## config.mk

```make
export PLATFORM = sky130hd
export DESIGN_NAME = audio_sample_scheduler
export DESIGN_NICKNAME = d
export VERILOG_FILES = /design/src/rtl/audio_sample_scheduler.sv
export SDC_FILE = /design/constraint.sdc
export NUM_CORES = 1
export LEC_CHECK = 0
export ABC_AREA = 1
export ABC_CLOCK_PERIOD_IN_PS = 4000
export BUFFER_PORTS_ARGS = -buffer_cell sky130_fd_sc_hd__buf_2
export CELL_PAD_IN_SITES_DETAIL_PLACEMENT = 0
export CELL_PAD_IN_SITES_GLOBAL_PLACEMENT = 2
export CORE_MARGIN = 5
export CORE_UTILIZATION = 38
export CTS_BUF_LIST = sky130_fd_sc_hd__clkbuf_16
export DETAILED_ROUTE_END_ITERATION = 8
export PLACE_DENSITY = 0.78
export SLEW_MARGIN = 20
export SYNTH_ARGS = -nofsm -noshare
export SYNTH_HDL_FRONTEND = slang
export SYNTH_SLANG_ARGS = --single-unit
```

## constraint.sdc

```tcl
create_clock -name clk_pixel -period 4 [get_ports clk_pixel]
set_clock_uncertainty 0.15 [all_clocks]
set_input_delay 0.8 -clock clk_pixel [delete_from_list [all_inputs] [get_ports clk_pixel]]
set_output_delay 0.8 -clock clk_pixel [all_outputs]
set_load 0.05 [all_outputs]
```

## src/rtl/audio_sample_scheduler.sv

```systemverilog
// Groups buffered stereo samples (up to 4 pairs) into HDMI audio sample packets and handshakes with the packet scheduler.
// Optional partial-packet wait limit: define AUDIO_SCHED_TIMEOUT_EN.
module audio_sample_scheduler #(
    parameter int FIFO_DEPTH      = 8,
    parameter int AUDIO_BIT_WIDTH = 16,
    parameter int TIMEOUT_CYCLES  = 64
) (
    input  logic                       clk_pixel,
    input  logic                       reset_n,
    input  logic                       sample_valid,
    input  logic [AUDIO_BIT_WIDTH-1:0] sample_left,
    input  logic [AUDIO_BIT_WIDTH-1:0] sample_right,
    output logic                       packet_req,
    input  logic                       packet_grant,
    input  logic                       packet_done,
    output logic [7:0]                 frame_counter,
    output logic [3:0][1:0][23:0]      audio_sample_word,
    output logic [3:0]                 audio_sample_word_present,
    output logic                       overflow
);

    localparam int AW  = $clog2(FIFO_DEPTH);
    localparam int CW  = AW + 1;
    localparam int PAD = 24 - AUDIO_BIT_WIDTH;
    localparam logic [AW-1:0] PTR_ONE  = {{(AW-1){1'b0}}, 1'b1};
    localparam logic [CW-1:0] CNT_ONE  = {{(CW-1){1'b0}}, 1'b1};
    localparam logic [CW-1:0] CNT_FULL = CW'(FIFO_DEPTH);

    typedef enum logic [1:0] {IDLE, ASSEMBLE, REQUEST, SEND} state_t;

    state_t        state_r;
    logic [47:0]   fifo_mem_r [FIFO_DEPTH];
    logic [AW-1:0] wr_ptr_r;
    logic [AW-1:0] rd_ptr_r;
    logic [CW-1:0] count_r;
    logic          fifo_full_s;
    logic          fifo_empty_s;
    logic          push_s;
    logic          pop_s;
    logic          assemble_done_s;
    logic [23:0]   left_word_s;
    logic [23:0]   right_word_s;
    logic [2:0]    slot_count_s;
    logic [8:0]    fc_sum_s;
    logic [7:0]    fc_next_s;
`ifdef AUDIO_SCHED_TIMEOUT_EN
    logic [15:0]   wait_cnt_r;
`endif

    function automatic logic [2:0] popcount4(input logic [3:0] mask);
        popcount4 = {2'b00, mask[0]} + {2'b00, mask[1]} + {2'b00, mask[2]} + {2'b00, mask[3]};
    endfunction

    // FIFO status, pop decision and frame counter advance (modulo 192, done in 9 bits)
    always_comb begin
        fifo_full_s  = (count_r == CNT_FULL);
        fifo_empty_s = (count_r == {CW{1'b0}});
        push_s       = sample_valid & ~fifo_full_s;
        left_word_s  = 24'(sample_left) << PAD;
        right_word_s = 24'(sample_right) << PAD;
        slot_count_s = popcount4(audio_sample_word_present);
        if ((state_r == ASSEMBLE) && (slot_count_s != 3'd4) && !fifo_empty_s) begin
            pop_s = 1'b1;
        end else begin
            pop_s = 1'b0;
        end
`ifdef AUDIO_SCHED_TIMEOUT_EN
        assemble_done_s = (slot_count_s == 3'd4) ||
                          (fifo_empty_s && (slot_count_s != 3'd0) &&
                           (wait_cnt_r == 16'(TIMEOUT_CYCLES - 1)));
`else
        assemble_done_s = (slot_count_s == 3'd4) || (fifo_empty_s && (slot_count_s != 3'd0));
`endif
        fc_sum_s = {1'b0, frame_counter} + {6'd0, slot_count_s};
        if (fc_sum_s >= 9'd192) begin
            fc_next_s = 8'(fc_sum_s - 9'd192);
        end else begin
            fc_next_s = fc_sum_s[7:0];
        end
    end

    // Sample storage; left in the low half, right in the high half to match the slot layout
    always_ff @(posedge clk_pixel) begin
        if (push_s) begin
            fifo_mem_r[wr_ptr_r] <= {right_word_s, left_word_s};
        end
    end

    // FIFO pointers, occupancy and sticky overflow flag
    always_ff @(posedge clk_pixel or negedge reset_n) begin
        if (!reset_n) begin
            wr_ptr_r <= {AW{1'b0}};
            rd_ptr_r <= {AW{1'b0}};
            count_r  <= {CW{1'b0}};
            overflow <= 1'b0;
        end else begin
            if (push_s) begin
                wr_ptr_r <= wr_ptr_r + PTR_ONE;
            end
            if (pop_s) begin
                rd_ptr_r <= rd_ptr_r + PTR_ONE;
            end
            case ({push_s, pop_s})
                2'b10:   count_r <= count_r + CNT_ONE;
                2'b01:   count_r <= count_r - CNT_ONE;
                default: count_r <= count_r;
            endcase
            if (sample_valid && fifo_full_s) begin
                overflow <= 1'b1;
            end
        end
    end

`ifdef AUDIO_SCHED_TIMEOUT_EN
    // Partial-packet wait counter: runs only while starved with 1..3 slots filled
    always_ff @(posedge clk_pixel or negedge reset_n) begin
        if (!reset_n) begin
            wait_cnt_r <= 16'd0;
        end else if ((state_r != ASSEMBLE) || pop_s || assemble_done_s) begin
            wait_cnt_r <= 16'd0;
        end else if (fifo_empty_s && (slot_count_s != 3'd0)) begin
            wait_cnt_r <= wait_cnt_r + 16'd1;
        end
    end
`endif

    // Packet FSM with registered request and staged slot outputs
    always_ff @(posedge clk_pixel or negedge reset_n) begin
        if (!reset_n) begin
            state_r                   <= IDLE;
            packet_req                <= 1'b0;
            frame_counter             <= 8'd0;
            audio_sample_word         <= 192'd0;
            audio_sample_word_present <= 4'b0000;
        end else begin
            case (state_r)
                IDLE: begin
                    if (!fifo_empty_s) begin
                        state_r <= ASSEMBLE;
                    end
                end
                ASSEMBLE: begin
                    if (pop_s) begin
                        audio_sample_word[slot_count_s[1:0]]         <= fifo_mem_r[rd_ptr_r];
                        audio_sample_word_present[slot_count_s[1:0]] <= 1'b1;
                    end
                    if (assemble_done_s) begin
                        state_r    <= REQUEST;
                        packet_req <= 1'b1;
                    end
                end
                REQUEST: begin
                    // a done strobe coincident with the grant belongs to no packet yet
                    if (packet_grant) begin
                        state_r    <= SEND;
                        packet_req <= 1'b0;
                    end
                end
                SEND: begin
                    if (packet_done) begin
                        frame_counter             <= fc_next_s;
                        audio_sample_word_present <= 4'b0000;
                        state_r                   <= IDLE;
                    end
                end
                default: begin
                    state_r    <= IDLE;
                    packet_req <= 1'b0;
                end
            endcase
        end
    end

endmodule

```

Word-level counts from Yosys, hierarchy flattened
Memories as Yosys holds them, arrays and structs flattened.
Cells that the tools add are included.
{"block": "word_totals", "memories": 1, "mem_bits_rw": 256, "output_inout_bits": 206, "regBits": 218, "wordCells": 84}
{"memory": "fifo_mem_r", "depth": 8, "word_bits": 32, "rd": 1, "rd_ports_with_merged_regs": 0, "write_ports": 1, "line": "32", "text": "logic [47:0] fifo_mem_r [FIFO_DEPTH];"}
{"block": "classes", "n_eq_ne": 13, "order_cmp": 3, "muxes": 21, "n_bitwise": 3, "addsub": 9, "reduce_logical": 18}
{"op": "$bwmux 192", "count": 1}
{"op": "$demux 48 s2", "count": 1}
{"op": "$mux 48", "count": 1}
{"op": "$pmux 4 s2", "count": 2}
{"op": "$ne 2x2->1 const B", "count": 5}
{"op": "$add 8x3->9", "count": 1}
{"op": "$ge 9x8->1 const B", "count": 1}
{"op": "$mux 2", "count": 4}
{"op": "$mux 4", "count": 2}
{"op": "$mux 8", "count": 1}
{"op": "$pmux 2 s4", "count": 1}
{"op": "$sub 8x8->8 const B", "count": 1}
{"op": "$add 3x1->3 const B", "count": 2}
{"op": "$eq 2x2->1 const B", "count": 3}
{"op": "$mux 1", "count": 6}
{"op": "$reduce_and 3->1", "count": 2}
{"op": "$reduce_bool 2->1", "count": 3}
{"op": "$logic_and 1x1->1", "count": 5}
{"op": "$add 4x1->4 const B", "count": 1}
{"op": "$eq 2x1->1 const B", "count": 2}
{"op": "$eq 4x4->1 const B", "count": 1}
{"op": "$logic_not 4->1", "count": 1}
{"op": "$or 4x4->4", "count": 1}
{"op": "$reduce_and 2->1", "count": 2}
{"op": "other kinds (17)", "count": 17}

Longest topological paths before layout
Gate-level depths: netlist of run 1.
{"block": "depth", "word_depth": 10, "ltp_mapped": 22, "depth_no_buf": 22}

Least setup slack after synthesis of run 1
OpenSTA, ideal clock, no wires.
{"block": "synth_path", "path_kind": "flip-flop to flip-flop", "start": "reg audio_sample_word_present[0]", "end": "reg count_r[3]", "arrival_time_ns": 3.469, "path_stages_with_launch": 17, "n_path_buf": 0, "setup_time_ns": 0.131, "t_required_ns": 3.719, "setup_slack_ns": 0.250, "period_less_slack_ns": 3.750, "cell_sequence": "dfrtp_1 > inv_1 > fa_1 > inv_1 > ha_1 > ha_1 > nor2_2 > nand2_4 > nand3_4 > inv_8 > ha_1 > ha_1 > a21oi_1 > nand2_1 > a21oi_1 > o21ai_0 > xor2_1"}
{"block": "synth_between", "elab_chain_len": 9, "elab_cells_between_ends": 11, "classes_between": "add/sub: 3; eq/ne: 3; mux: 2; reduce/logical: 3"}
{"item": "start, declared", "line": "18", "text": "output logic [3:0] audio_sample_word_present,"}
{"item": "start signal, assigned", "line": "134", "text": "audio_sample_word_present <= 4'b0000;"}
{"item": "start signal, assigned by index", "line": "145", "text": "audio_sample_word_present[slot_count_s[1:0]] <= 1'b1;"}
{"item": "start signal, assigned", "line": "162", "text": "audio_sample_word_present <= 4'b0000;"}
{"item": "$add 1x1->2 (*)", "line": "51", "text": "popcount4 = {2'b00, mask[0]} + {2'b00, mask[1]} + {2'b00, mask[2]} + {2'b00, mask[3]};"}
{"item": "$add 2x1->3 (*)", "line": "51"}
{"item": "$add 3x1->3 (*)", "line": "51"}
{"item": "$ne 3x3->1 (*)", "line": "62", "text": "if ((state_r == ASSEMBLE) && (slot_count_s != 3'd4) && !fifo_empty_s) begin"}
{"item": "$logic_and 1x1->1 (*) (2 in series)", "line": "62"}
{"item": "$mux 1 (*)", "line": "62"}
{"item": "$eq 2x1->1 / $eq 2x2->1 (equally long branches)", "line": "103", "text": "case ({push_s, pop_s})"}
{"item": "$pmux 4 s2 / $reduce_bool 2->1 (equally long branches)"}
{"item": "end signal, assigned", "line": "104", "text": "2'b10: count_r <= count_r + CNT_ONE;"}
{"item": "end signal, assigned", "line": "105", "text": "2'b01: count_r <= count_r - CNT_ONE;"}
{"item": "end signal, assigned", "line": "106", "text": "default: count_r <= count_r;"}
{"item": "end, declared", "line": "35", "text": "logic [CW-1:0] count_r;"}
Mark *: on every way between the ends. The rest lies on a longest branch, timed or not.
A chain may end at the register's enable or synchronous reset.

Final worst setup path of run 1
{"block": "layout_path", "start": "reg audio_sample_word_present[0]", "end": "reg frame_counter[7]"}
{"block": "layout_between", "elab_chain_len": 6, "elab_cells_between_ends": 7, "classes_between": "add/sub: 5; order compare: 1; mux: 1"}
{"item": "$add 1x1->2 (*)", "line": "51"}
{"item": "$add 2x1->3 (*)", "line": "51"}
{"item": "$add 3x1->3 (*)", "line": "51"}
{"item": "$add 8x3->9 (*)", "line": "74", "text": "fc_sum_s = {1'b0, frame_counter} + {6'd0, slot_count_s};"}
{"item": "$sub 8x8->8 / $ge 9x8->1 (equally long branches)", "line": "76, 75"}
{"item": "$mux 8 (*)", "line": "75", "text": "if (fc_sum_s >= 9'd192) begin"}
{"item": "end signal, assigned", "line": "161", "text": "frame_counter <= fc_next_s;"}
{"item": "end, declared", "line": "16", "text": "output logic [7:0] frame_counter,"}
Marks and branches as above.

==> results.sh, run 1 <==
export IMPL_fmax_mhz=275
export IMPL_drc_errors=0
export IMPL_synth_cells=1360
export IMPL_crit_buf_inv=3
export IMPL_fin_crit_sh=0.908
export IMPL_ys_ff_latch=410
export IMPL_slowest_delay_ns=0.53
export IMPL_syn2layout_area_growth_pct=16.4
export IMPL_die_w_microns=219
export IMPL_slew_headroom=0.364
export IMPL_cts_root_buf="clkbuf_16"
export IMPL_async_reset_ff_frac=0.376
export IMPL_crit_type="reg -> reg"
export IMPL_finalNetCount=1588
export IMPL_vias=10500
export IMPL_placementRows=76
export IMPL_drt_wl_total_mm=41.2
export IMPL_path_clk_slew_ns=0.06
export IMPL_synth_top_cell_by_area="edfxtp_1"
export IMPL_portBuffers=178
export IMPL_initial_core_util=0.385
export IMPL_grt_pass1_wl_mm=62.5
export IMPL_die_area_sq_mm=0.0480
export IMPL_synth_area_leaders="edfxtp_1 46%, dfrtp_1 23%, nand2_1 5.0%, o21ai_0 4.2%, buf_4 3.8%"
export IMPL_vias_per_cell=4.86
export IMPL_antenna_found_initial=8
export IMPL_ctsHoldBuffers=0
export IMPL_dp_hpwl_mm=25.7
export IMPL_cts_sinks=410
export IMPL_min_path_type="in -> async"
export IMPL_worst_path_most_repeated_cell="nand2_1"
export IMPL_critical_path_top_delay_family="adder cells"
export IMPL_drv_slew=0
export IMPL_worstPathMaxFanout=6
export IMPL_synth_most_common_cell="edfxtp_1"
export IMPL_synthDominantCellAreaShare=0.463
export IMPL_routedWlPerCell_microns=19.1
export IMPL_finalSetupTns_ns=0
export IMPL_cts_setup_buffers=0
export IMPL_cts_max_level=2
export IMPL_overflow=0
export IMPL_first_global_vias=10300
export IMPL_finalHoldViolCount=0
export IMPL_io_pins=243
export IMPL_worstSetupStartpointType="register"
export IMPL_avgSynthCellArea_sq_um=12.2
export IMPL_synthDistinctLibCells=34
export IMPL_period_needed_ns=3.63
export IMPL_synth_edff_count=256
export IMPL_worst_endpoint_required_ns=4.29
export IMPL_drt_iter0_drc=861
export IMPL_ys_warn_count=0
export IMPL_maxCapViolations=0
export IMPL_worst_pin_slew_ns=0.953
export IMPL_ant_nets=0
export IMPL_cts_max_path_buffers=3
export IMPL_tritoncts="built"
export IMPL_status="finished clean"
export IMPL_slowest_stage="fa_1"
export IMPL_die_height_microns=219
export IMPL_numCtsBuffers=43
export IMPL_post_cts_resized=0
export IMPL_clk_latency_ns=0.56
export IMPL_yosysSeqAreaShare=0.694
export IMPL_rsz0062_at_grt="no"
export IMPL_synthTopCellsByCount="256 x edfxtp_1, 221 x nand2_1, 154 x dfrtp_1"
export IMPL_drive_above_1_share=0.195
export IMPL_syn_area_sq_mm=0.0166
export IMPL_synthFlopType="edfxtp_1"
export IMPL_end_kind="register"
export IMPL_gp_congestion=0.776
export IMPL_drt_pass1_iterations=4
export IMPL_grt_use_total=0.169
export IMPL_cp_arrival_ns=3.92
export IMPL_core_area_sq_mm=0.0432
export IMPL_finalSetupViolCount=0
export IMPL_crit_chain="inv_1 > fa_1 > inv_1 > ha_1 > ha_1 > fa_1 > nand2_1 > nand2_1 > nand2_1 > nand2_1 > inv_1 > ha_1 > nand3_1 > nor2_1 > nand2_1 > nor2_1 > nand2_1 > nand3_1 > nand2_1 > nand3_1 > nand2_1"
export IMPL_grt_max_degree=96
path summary, 6_finish.rpt:
path | from | endpoint | slack (ns) | depth (start not counted)
max | audio_sample_word_present[0] | frame_counter[7] | 0.37 | 21
min | reset_n | wr_ptr_r[2] | 0.14 | 1
max reg2reg | audio_sample_word_present[0] | frame_counter[7] | 0.37 | 21
min reg2reg | audio_sample_word[109] | audio_sample_word[109] | 0.32 | 2
max in group asynchronous | reset_n | audio_sample_word[83] | 2.70 | 2
min in group clk_pixel | audio_sample_word[109] | audio_sample_word[109] | 0.32 | 2
state kept, by name, indices dropped and copies added, names as in the netlist:
name                       count
frame_counter                  8
fifo_mem_r                   256
rd_ptr_r                       3
overflow                       1
wr_ptr_r                       3
packet_req                     1
state_r                        2
audio_sample_word_present      4
count_r                        4
audio_sample_word            128
final cells by class:
cell class | count | area, sq um
Antenna cell | 4 | 10.0
Clock buffer | 45 | 1130
Clock inverter | 34 | 368
Fill cell | 3980 | 23800
Inverter | 43 | 171
Multi-Input combinational cell | 832 | 4250
Sequential cell | 410 | 11500
Tap cell | 585 | 732
Timing Repair Buffer | 202 | 1150
layout by cell type (no fill, tap or decap), drive strengths merged, types with 18 or more instances in the layout:
cell type / netlist / layout
o221ai: 64 / 64
o21ai: 271 / 271
buf: 110 / 202
conb: 1 / 64
nor2: 149 / 149
edfxtp: 256 / 256
nand3: 19 / 19
clkinv: 0 / 18
nand2: 224 / 224
clkbuf: 28 / 45
dfrtp: 154 / 154
inv: 43 / 49
routing by layer:
layer,track usage,vias to the layer above,wire length (microns)
li1,-,5042,-
met1,0.236,5093,18600
met2,0.273,268,19100
met3,0.0389,60,2660
met4,0.0400,8,665
met5,0,-,61
stage by stage:
| stage | util | std cells | cell area (sq um) | setup slack, ns | hold WS (ns) |
|---|---|---|---|---|---|
| after CTS | 0.448 | 2151 | 19300 | 0.363 | 0.192 |
| after floorplan | - | 1423 | 16900 | 0.250 | 0.338 |
| after detailed placement | 0.413 | 2072 | 17800 | 0.379 | 0.314 |
| final | 0.448 | 2155 | 19300 | 0.369 | 0.142 |
| after global routing | 0.448 | 2152 | 19300 | 0.104 | 0.205 |
| after global placement | 0.413 | 2072 | 17800 | 0.474 | 0.298 |
cells by family after synthesis:
kind of cell,count (synthesis),synth area share
flip-flops,410,0.694
AND/OR/NAND/NOR,397,0.0956
AO/OA/AOI/OAI,346,0.124
buffers and inverters,181,0.0668
adder cells (fa/ha/maj),19,0.0157
XOR/XNOR,6,0.00316
other,1,0.000226
Power of run 1 is left out: the tool's default activity adds up to more than one toggle a clock period on the data nets, which glitch-free logic cannot reach.
==> run 2, diff against run 1 <==
--- a/config.mk
+++ b/config.mk
@@ -10,10 +10,12 @@
 export BUFFER_PORTS_ARGS = -buffer_cell sky130_fd_sc_hd__buf_2
 export CELL_PAD_IN_SITES_DETAIL_PLACEMENT = 0
 export CELL_PAD_IN_SITES_GLOBAL_PLACEMENT = 2
+export CORE_ASPECT_RATIO = 0.75
 export CORE_MARGIN = 5
 export CORE_UTILIZATION = 38
 export CTS_BUF_LIST = sky130_fd_sc_hd__clkbuf_16
 export DETAILED_ROUTE_END_ITERATION = 8
+export GPL_ROUTABILITY_DRIVEN = 0
 export PLACE_DENSITY = 0.78
 export SLEW_MARGIN = 20
 export SYNTH_ARGS = -nofsm -noshare
==> run 2 against run 1 <==
Effect of this change:
- maximum frequency rose by 2.0%
- core utilization fell by 0.55 points
- via count rose by 0.32%
- register-to-register slack improved by 0.07 ns
- critical endpoint unchanged
==> results.sh, run 2 (synthesis results as in run 1) <==
export IMPL_drive_above_1_share=0.193
export IMPL_finalHoldViolCount=0
export IMPL_layout_commonest_cell="edfxtp_1"
export IMPL_nFillCells=4051
export IMPL_max_flop_register="fifo_mem_r"
export IMPL_antenna_found_initial=6
export IMPL_regArea_sq_mm=0.0115
export IMPL_vias_per_cell=4.91
export IMPL_syn2layout_area_growth_pct=15.3
export IMPL_slowest_delay_ns=0.52
export IMPL_worst_endpoint_required_ns=4.28
export IMPL_cts_setup_buffers=0
export IMPL_routedWlPerCell_microns=19.4
export IMPL_largest_reg_flops=256
export IMPL_grt_max_degree=77
export IMPL_grt_use_total=0.169
export IMPL_drv_slew=0
export IMPL_portBuffers=178
export IMPL_die_height_microns=191
export IMPL_finalSetupTns_ns=0
export IMPL_numCtsBuffers=42
export IMPL_fmax_mhz=281
export IMPL_mostFrequentLayoutCells="256 x edfxtp_1, 221 x nand2_1, 177 x buf_2"
export IMPL_period_needed_ns=3.56
export IMPL_post_cts_resized=0
export IMPL_finalSetupViolCount=0
export IMPL_initial_core_util=0.384
export IMPL_io_pins=243
export IMPL_ctsHoldBuffers=0
export IMPL_first_global_vias=10300
export IMPL_fin_crit_sh=0.890
export IMPL_slowest_stage="fa_1"
export IMPL_multi_input_area_sq_mm=0.00425
export IMPL_worstPathMaxFanout=6
export IMPL_drt_iter0_drc=821
export IMPL_ant_nets=0
export IMPL_end_kind="register"
export IMPL_drt_wl_total_mm=41.6
export IMPL_cp_num_cells=21
export IMPL_tritoncts="built"
export IMPL_cts_sinks=410
export IMPL_crit_buf_inv=3
export IMPL_core_area_sq_mm=0.0433
export IMPL_crit_type="reg -> reg"
export IMPL_die_w_microns=251
export IMPL_worst_path_most_repeated_cell="nand2_1"
export IMPL_finalNetCount=1584
export IMPL_critical_path_top_delay_family="adder cells"
export IMPL_worst_pin_slew_ns=0.997
export IMPL_cp_arrival_ns=3.84
export IMPL_clk_latency_ns=0.54
export IMPL_cts_max_path_buffers=3
export IMPL_ff2ff_path_depth=21
export IMPL_min_path_type="in -> async"
export IMPL_overflow=0
export IMPL_status="finished clean"
export IMPL_vias=10500
export IMPL_placementRows=66
export IMPL_drt_pass1_iterations=5
export IMPL_dp_hpwl_mm=25.5
export IMPL_grt_pass1_wl_mm=62.8
export IMPL_rsz0062_at_grt="no"
export IMPL_cts_max_level=2
export IMPL_cts_root_buf="clkbuf_16"
export IMPL_drc_errors=0
export IMPL_slew_headroom=0.334
export IMPL_reg_largest_list="fifo_mem_r: 256 flops, audio_sample_word: 128 flops, frame_counter: 8 flops"
export IMPL_die_area_sq_mm=0.0481
export IMPL_maxCapViolations=0
export IMPL_crit_chain="inv_1 > fa_1 > inv_1 > ha_1 > ha_1 > fa_1 > nand2_1 > nand2_1 > nand2_1 > nand2_1 > inv_1 > ha_1 > nand3_1 > nor2_1 > nand2_1 > nor2_1 > nand2_1 > nand3_1 > nand2_1 > nand3_1 > nand2_1"
export IMPL_worstSetupStartpointType="register"
export IMPL_path_clk_slew_ns=0.06
==> run 2: worst paths after layout <==
kind / start / end / slack (ns)
max: audio_sample_word_present[0] / frame_counter[7] / 0.44
min: reset_n / wr_ptr_r[0] / 0.01
max reg2reg: audio_sample_word_present[0] / frame_counter[7] / 0.44
min reg2reg: overflow / overflow / 0.32
max in group asynchronous: reset_n / audio_sample_word[183] / 2.80
min in group clk_pixel: overflow / overflow / 0.32
==> run 2: area by class of cell <==
cell class	count	share of cell area
sequential	410	0.603
multi-input combinational	832	0.222
timing repair buffer	199	0.0583
clock buffer	45	0.0588
inverter	43	0.00895
clock inverter	32	0.0117
tap	578	0.0378
antenna	2	0.000261
==> run 2: stage by stage <==
stage | std cells | util | worst slack [ns] | hold slack [ns] | instance area (sq um)
floorplan | 1423 | - | 0.250 | 0.338 | 16900
global placement | 2062 | 0.411 | 0.472 | 0.298 | 17800
detailed placement | 2062 | 0.411 | 0.464 | 0.314 | 17800
CTS | 2139 | 0.443 | 0.449 | 0.0187 | 19200
global route | 2140 | 0.443 | 0.168 | 0.0451 | 19200
finish | 2141 | 0.443 | 0.440 | 0.0144 | 19200
==> run 2: per-layer routing <==
layer | routed length [microns] | global-route usage
met3 | 2480 | 0.0393
met1 | 19800 | 0.248
met5 | 60 | 0
met4 | 626 | 0.0355
met2 | 18600 | 0.260
Power of run 2 is left out for the same reason.
==> run 3, diff against run 2 <==
--- a/config.mk
+++ b/config.mk
@@ -13,10 +13,9 @@
 export CORE_ASPECT_RATIO = 0.75
 export CORE_MARGIN = 5
 export CORE_UTILIZATION = 38
-export CTS_BUF_LIST = sky130_fd_sc_hd__clkbuf_16
 export DETAILED_ROUTE_END_ITERATION = 8
 export GPL_ROUTABILITY_DRIVEN = 0
-export PLACE_DENSITY = 0.78
+export PLACE_DENSITY_LB_ADDON = 0.25
 export SLEW_MARGIN = 20
 export SYNTH_ARGS = -nofsm -noshare
 export SYNTH_HDL_FRONTEND = slang
==> run 3 against run 2 <==
Effect of this change:
- sequential share of layout area fell by 0.48 points
- die area unchanged
- first-iteration DRC count rose by 2.1%
- register-to-register slack got worse by 0.06 ns
- maximum frequency shrank 1.6%
- non-clock buffer count up 1
- hold slack better by 0.31 ns
- count of clock-buffer cells in the layout rose by 11
- critical endpoint is now frame_counter[6]
==> results.sh, run 3 (synthesis results as in run 1) <==
export IMPL_drt_iter0_drc=838
export IMPL_status="finished clean"
export IMPL_core_area_sq_mm=0.0433
export IMPL_hp_start="overflow"
export IMPL_slowest_delay_ns=0.54
export IMPL_r2r_end="frame_counter[6]"
export IMPL_cts_max_path_buffers=3
export IMPL_nFillCells=4071
export IMPL_r2r_slack_ns=0.38
export IMPL_fin_crit_sh=0.905
export IMPL_slew_headroom=0.497
export IMPL_syn2layout_area_growth_pct=16.2
export IMPL_crit_chain="inv_1 > fa_1 > inv_1 > ha_1 > ha_1 > fa_1 > nand2_1 > nand2_1 > nand2_1 > nand2_1 > inv_1 > ha_1 > nand3_1 > nor2_1 > nand2_1 > nor2_1 > nand2_1 > nand3_1 > nand2_1 > nand3_1 > nand2_1"
export IMPL_drt_pass1_iterations=6
export IMPL_initial_core_util=0.384
export IMPL_drv_slew=0
export IMPL_overflow=0
export IMPL_fmax_mhz=276
export IMPL_die_area_sq_mm=0.0481
export IMPL_cp_arrival_ns=3.90
export IMPL_drc_errors=0
export IMPL_antenna_found_initial=7
export IMPL_layout_commonest_cell="edfxtp_1"
export IMPL_largest_reg_flops=256
export IMPL_hold_depth=1
export IMPL_worst_pin_slew_ns=0.755
export IMPL_cts_root_buf="clkbuf_16"
export IMPL_crit_type="reg -> reg"
export IMPL_drive_above_1_share=0.194
export IMPL_worstSetupStartpointType="register"
export IMPL_ctsHoldBuffers=1
export IMPL_rsz0062_at_grt="no"
export IMPL_mostFrequentLayoutCells="256 x edfxtp_1, 221 x nand2_1, 177 x buf_2"
export IMPL_vias=10500
export IMPL_die_w_microns=251
export IMPL_dp_hpwl_mm=26.2
export IMPL_crit_buf_inv=3
export IMPL_grt_max_degree=119
export IMPL_vias_per_cell=4.90
export IMPL_r2r_start="audio_sample_word_present[0]"
export IMPL_finalSetupTns_ns=0
export IMPL_cts_setup_buffers=0
export IMPL_worst_endpoint_required_ns=4.28
export IMPL_grt_pass1_wl_mm=63.3
export IMPL_drt_wl_total_mm=42.3
export IMPL_routedWlPerCell_microns=19.7
export IMPL_ff2ff_path_depth=21
export IMPL_cts_sinks=410
export IMPL_maxCapViolations=0
export IMPL_placementRows=66
export IMPL_grt_use_total=0.171
export IMPL_multi_input_area_sq_mm=0.00427
export IMPL_die_height_microns=191
export IMPL_tritoncts="built"
export IMPL_ant_nets=0
export IMPL_first_global_vias=10100
export IMPL_io_pins=243
export IMPL_reg_largest_list="fifo_mem_r: 256 flops, audio_sample_word: 128 flops, frame_counter: 8 flops"
export IMPL_post_cts_resized=0
export IMPL_regArea_sq_mm=0.0115
export IMPL_max_flop_register="fifo_mem_r"
export IMPL_slowest_stage="fa_1"
export IMPL_end_kind="register"
export IMPL_finalNetCount=1586
export IMPL_clk_latency_ns=0.54
export IMPL_cts_max_level=2
export IMPL_period_needed_ns=3.62
export IMPL_worst_path_most_repeated_cell="nand2_1"
export IMPL_worstPathMaxFanout=6
export IMPL_min_path_type="reg -> reg"
export IMPL_critical_path_top_delay_family="adder cells"
export IMPL_whs_endpoint="overflow"
export IMPL_numCtsBuffers=43
export IMPL_path_clk_slew_ns=0.06
export IMPL_finalSetupViolCount=0
export IMPL_portBuffers=178
export IMPL_finalHoldViolCount=0
-- run 3: changes by cell type in the layout (fill, tap and decap cells not counted), moves of 3 or more --
cell	delta
clkbuf_1	+9
inv_1	-8
nor2_2	-4
nor2_4	+4
bufinv_16	+3
diode_2	+3
-- run 3: stage by stage --
stage	instance area [sq um]	hold slack (ns)	std cells	worst slack (ns)	util
floorplan	16900	0.338	1423	0.250	-
global placement	17800	0.296	2062	0.464	0.412
detailed placement	17800	0.302	2062	0.409	0.412
CTS	19300	0.317	2142	0.395	0.446
global route	19300	0.336	2144	0.0841	0.446
finish	19300	0.320	2147	0.381	0.446
-- run 3: worst max path at each step --
stage,from,endpoint,cells after the start
global route,audio_sample_word_present[0],frame_counter[6],21
finish,audio_sample_word_present[0],frame_counter[6],21
floorplan,audio_sample_word_present[0],count_r[3],16
CTS,audio_sample_word_present[0],frame_counter[6],21
global placement,audio_sample_word_present[0],frame_counter[6],21
detailed placement,audio_sample_word_present[0],frame_counter[7],21
-- run 3: final cells by class --
| cell class | instances | share of cell area |
|---|---|---|
| diodes | 5 | 0.000648 |
| well taps | 578 | 0.0374 |
| clock inverters | 23 | 0.0135 |
| clock buffers | 56 | 0.0612 |
| inverters | 43 | 0.00888 |
| flip-flops and latches | 410 | 0.598 |
| multi-input cells | 832 | 0.221 |
| repair buffers | 200 | 0.0597 |
-- run 3: worst reg2reg max path, cell delays in order (launching register included) --
cell     delay (ns)
dfrtp_1        0.34
inv_1          0.07
fa_1           0.54
inv_1          0.04
ha_1           0.38
ha_1           0.27
fa_1           0.43
nand2_1        0.10
nand2_1        0.11
nand2_1        0.09
nand2_1        0.07
inv_1          0.09
ha_1           0.15
nand3_1        0.07
nor2_1         0.12
nand2_1        0.06
nor2_1         0.08
nand2_1        0.09
nand3_1        0.10
nand2_1        0.06
nand3_1        0.06
nand2_1        0.05
-- run 3: routing by layer --
| layer | wire length, microns | vias up | GRT usage |
|---|---|---|---|
| met5 | 57 | - | 0 |
| met4 | 667 | 8 | 0.0361 |
| met3 | 2270 | 61 | 0.0363 |
| met2 | 18800 | 250 | 0.265 |
| met1 | 20500 | 5148 | 0.252 |
| li1 | - | 5050 | - |
Power of run 3 is left out for the same reason.
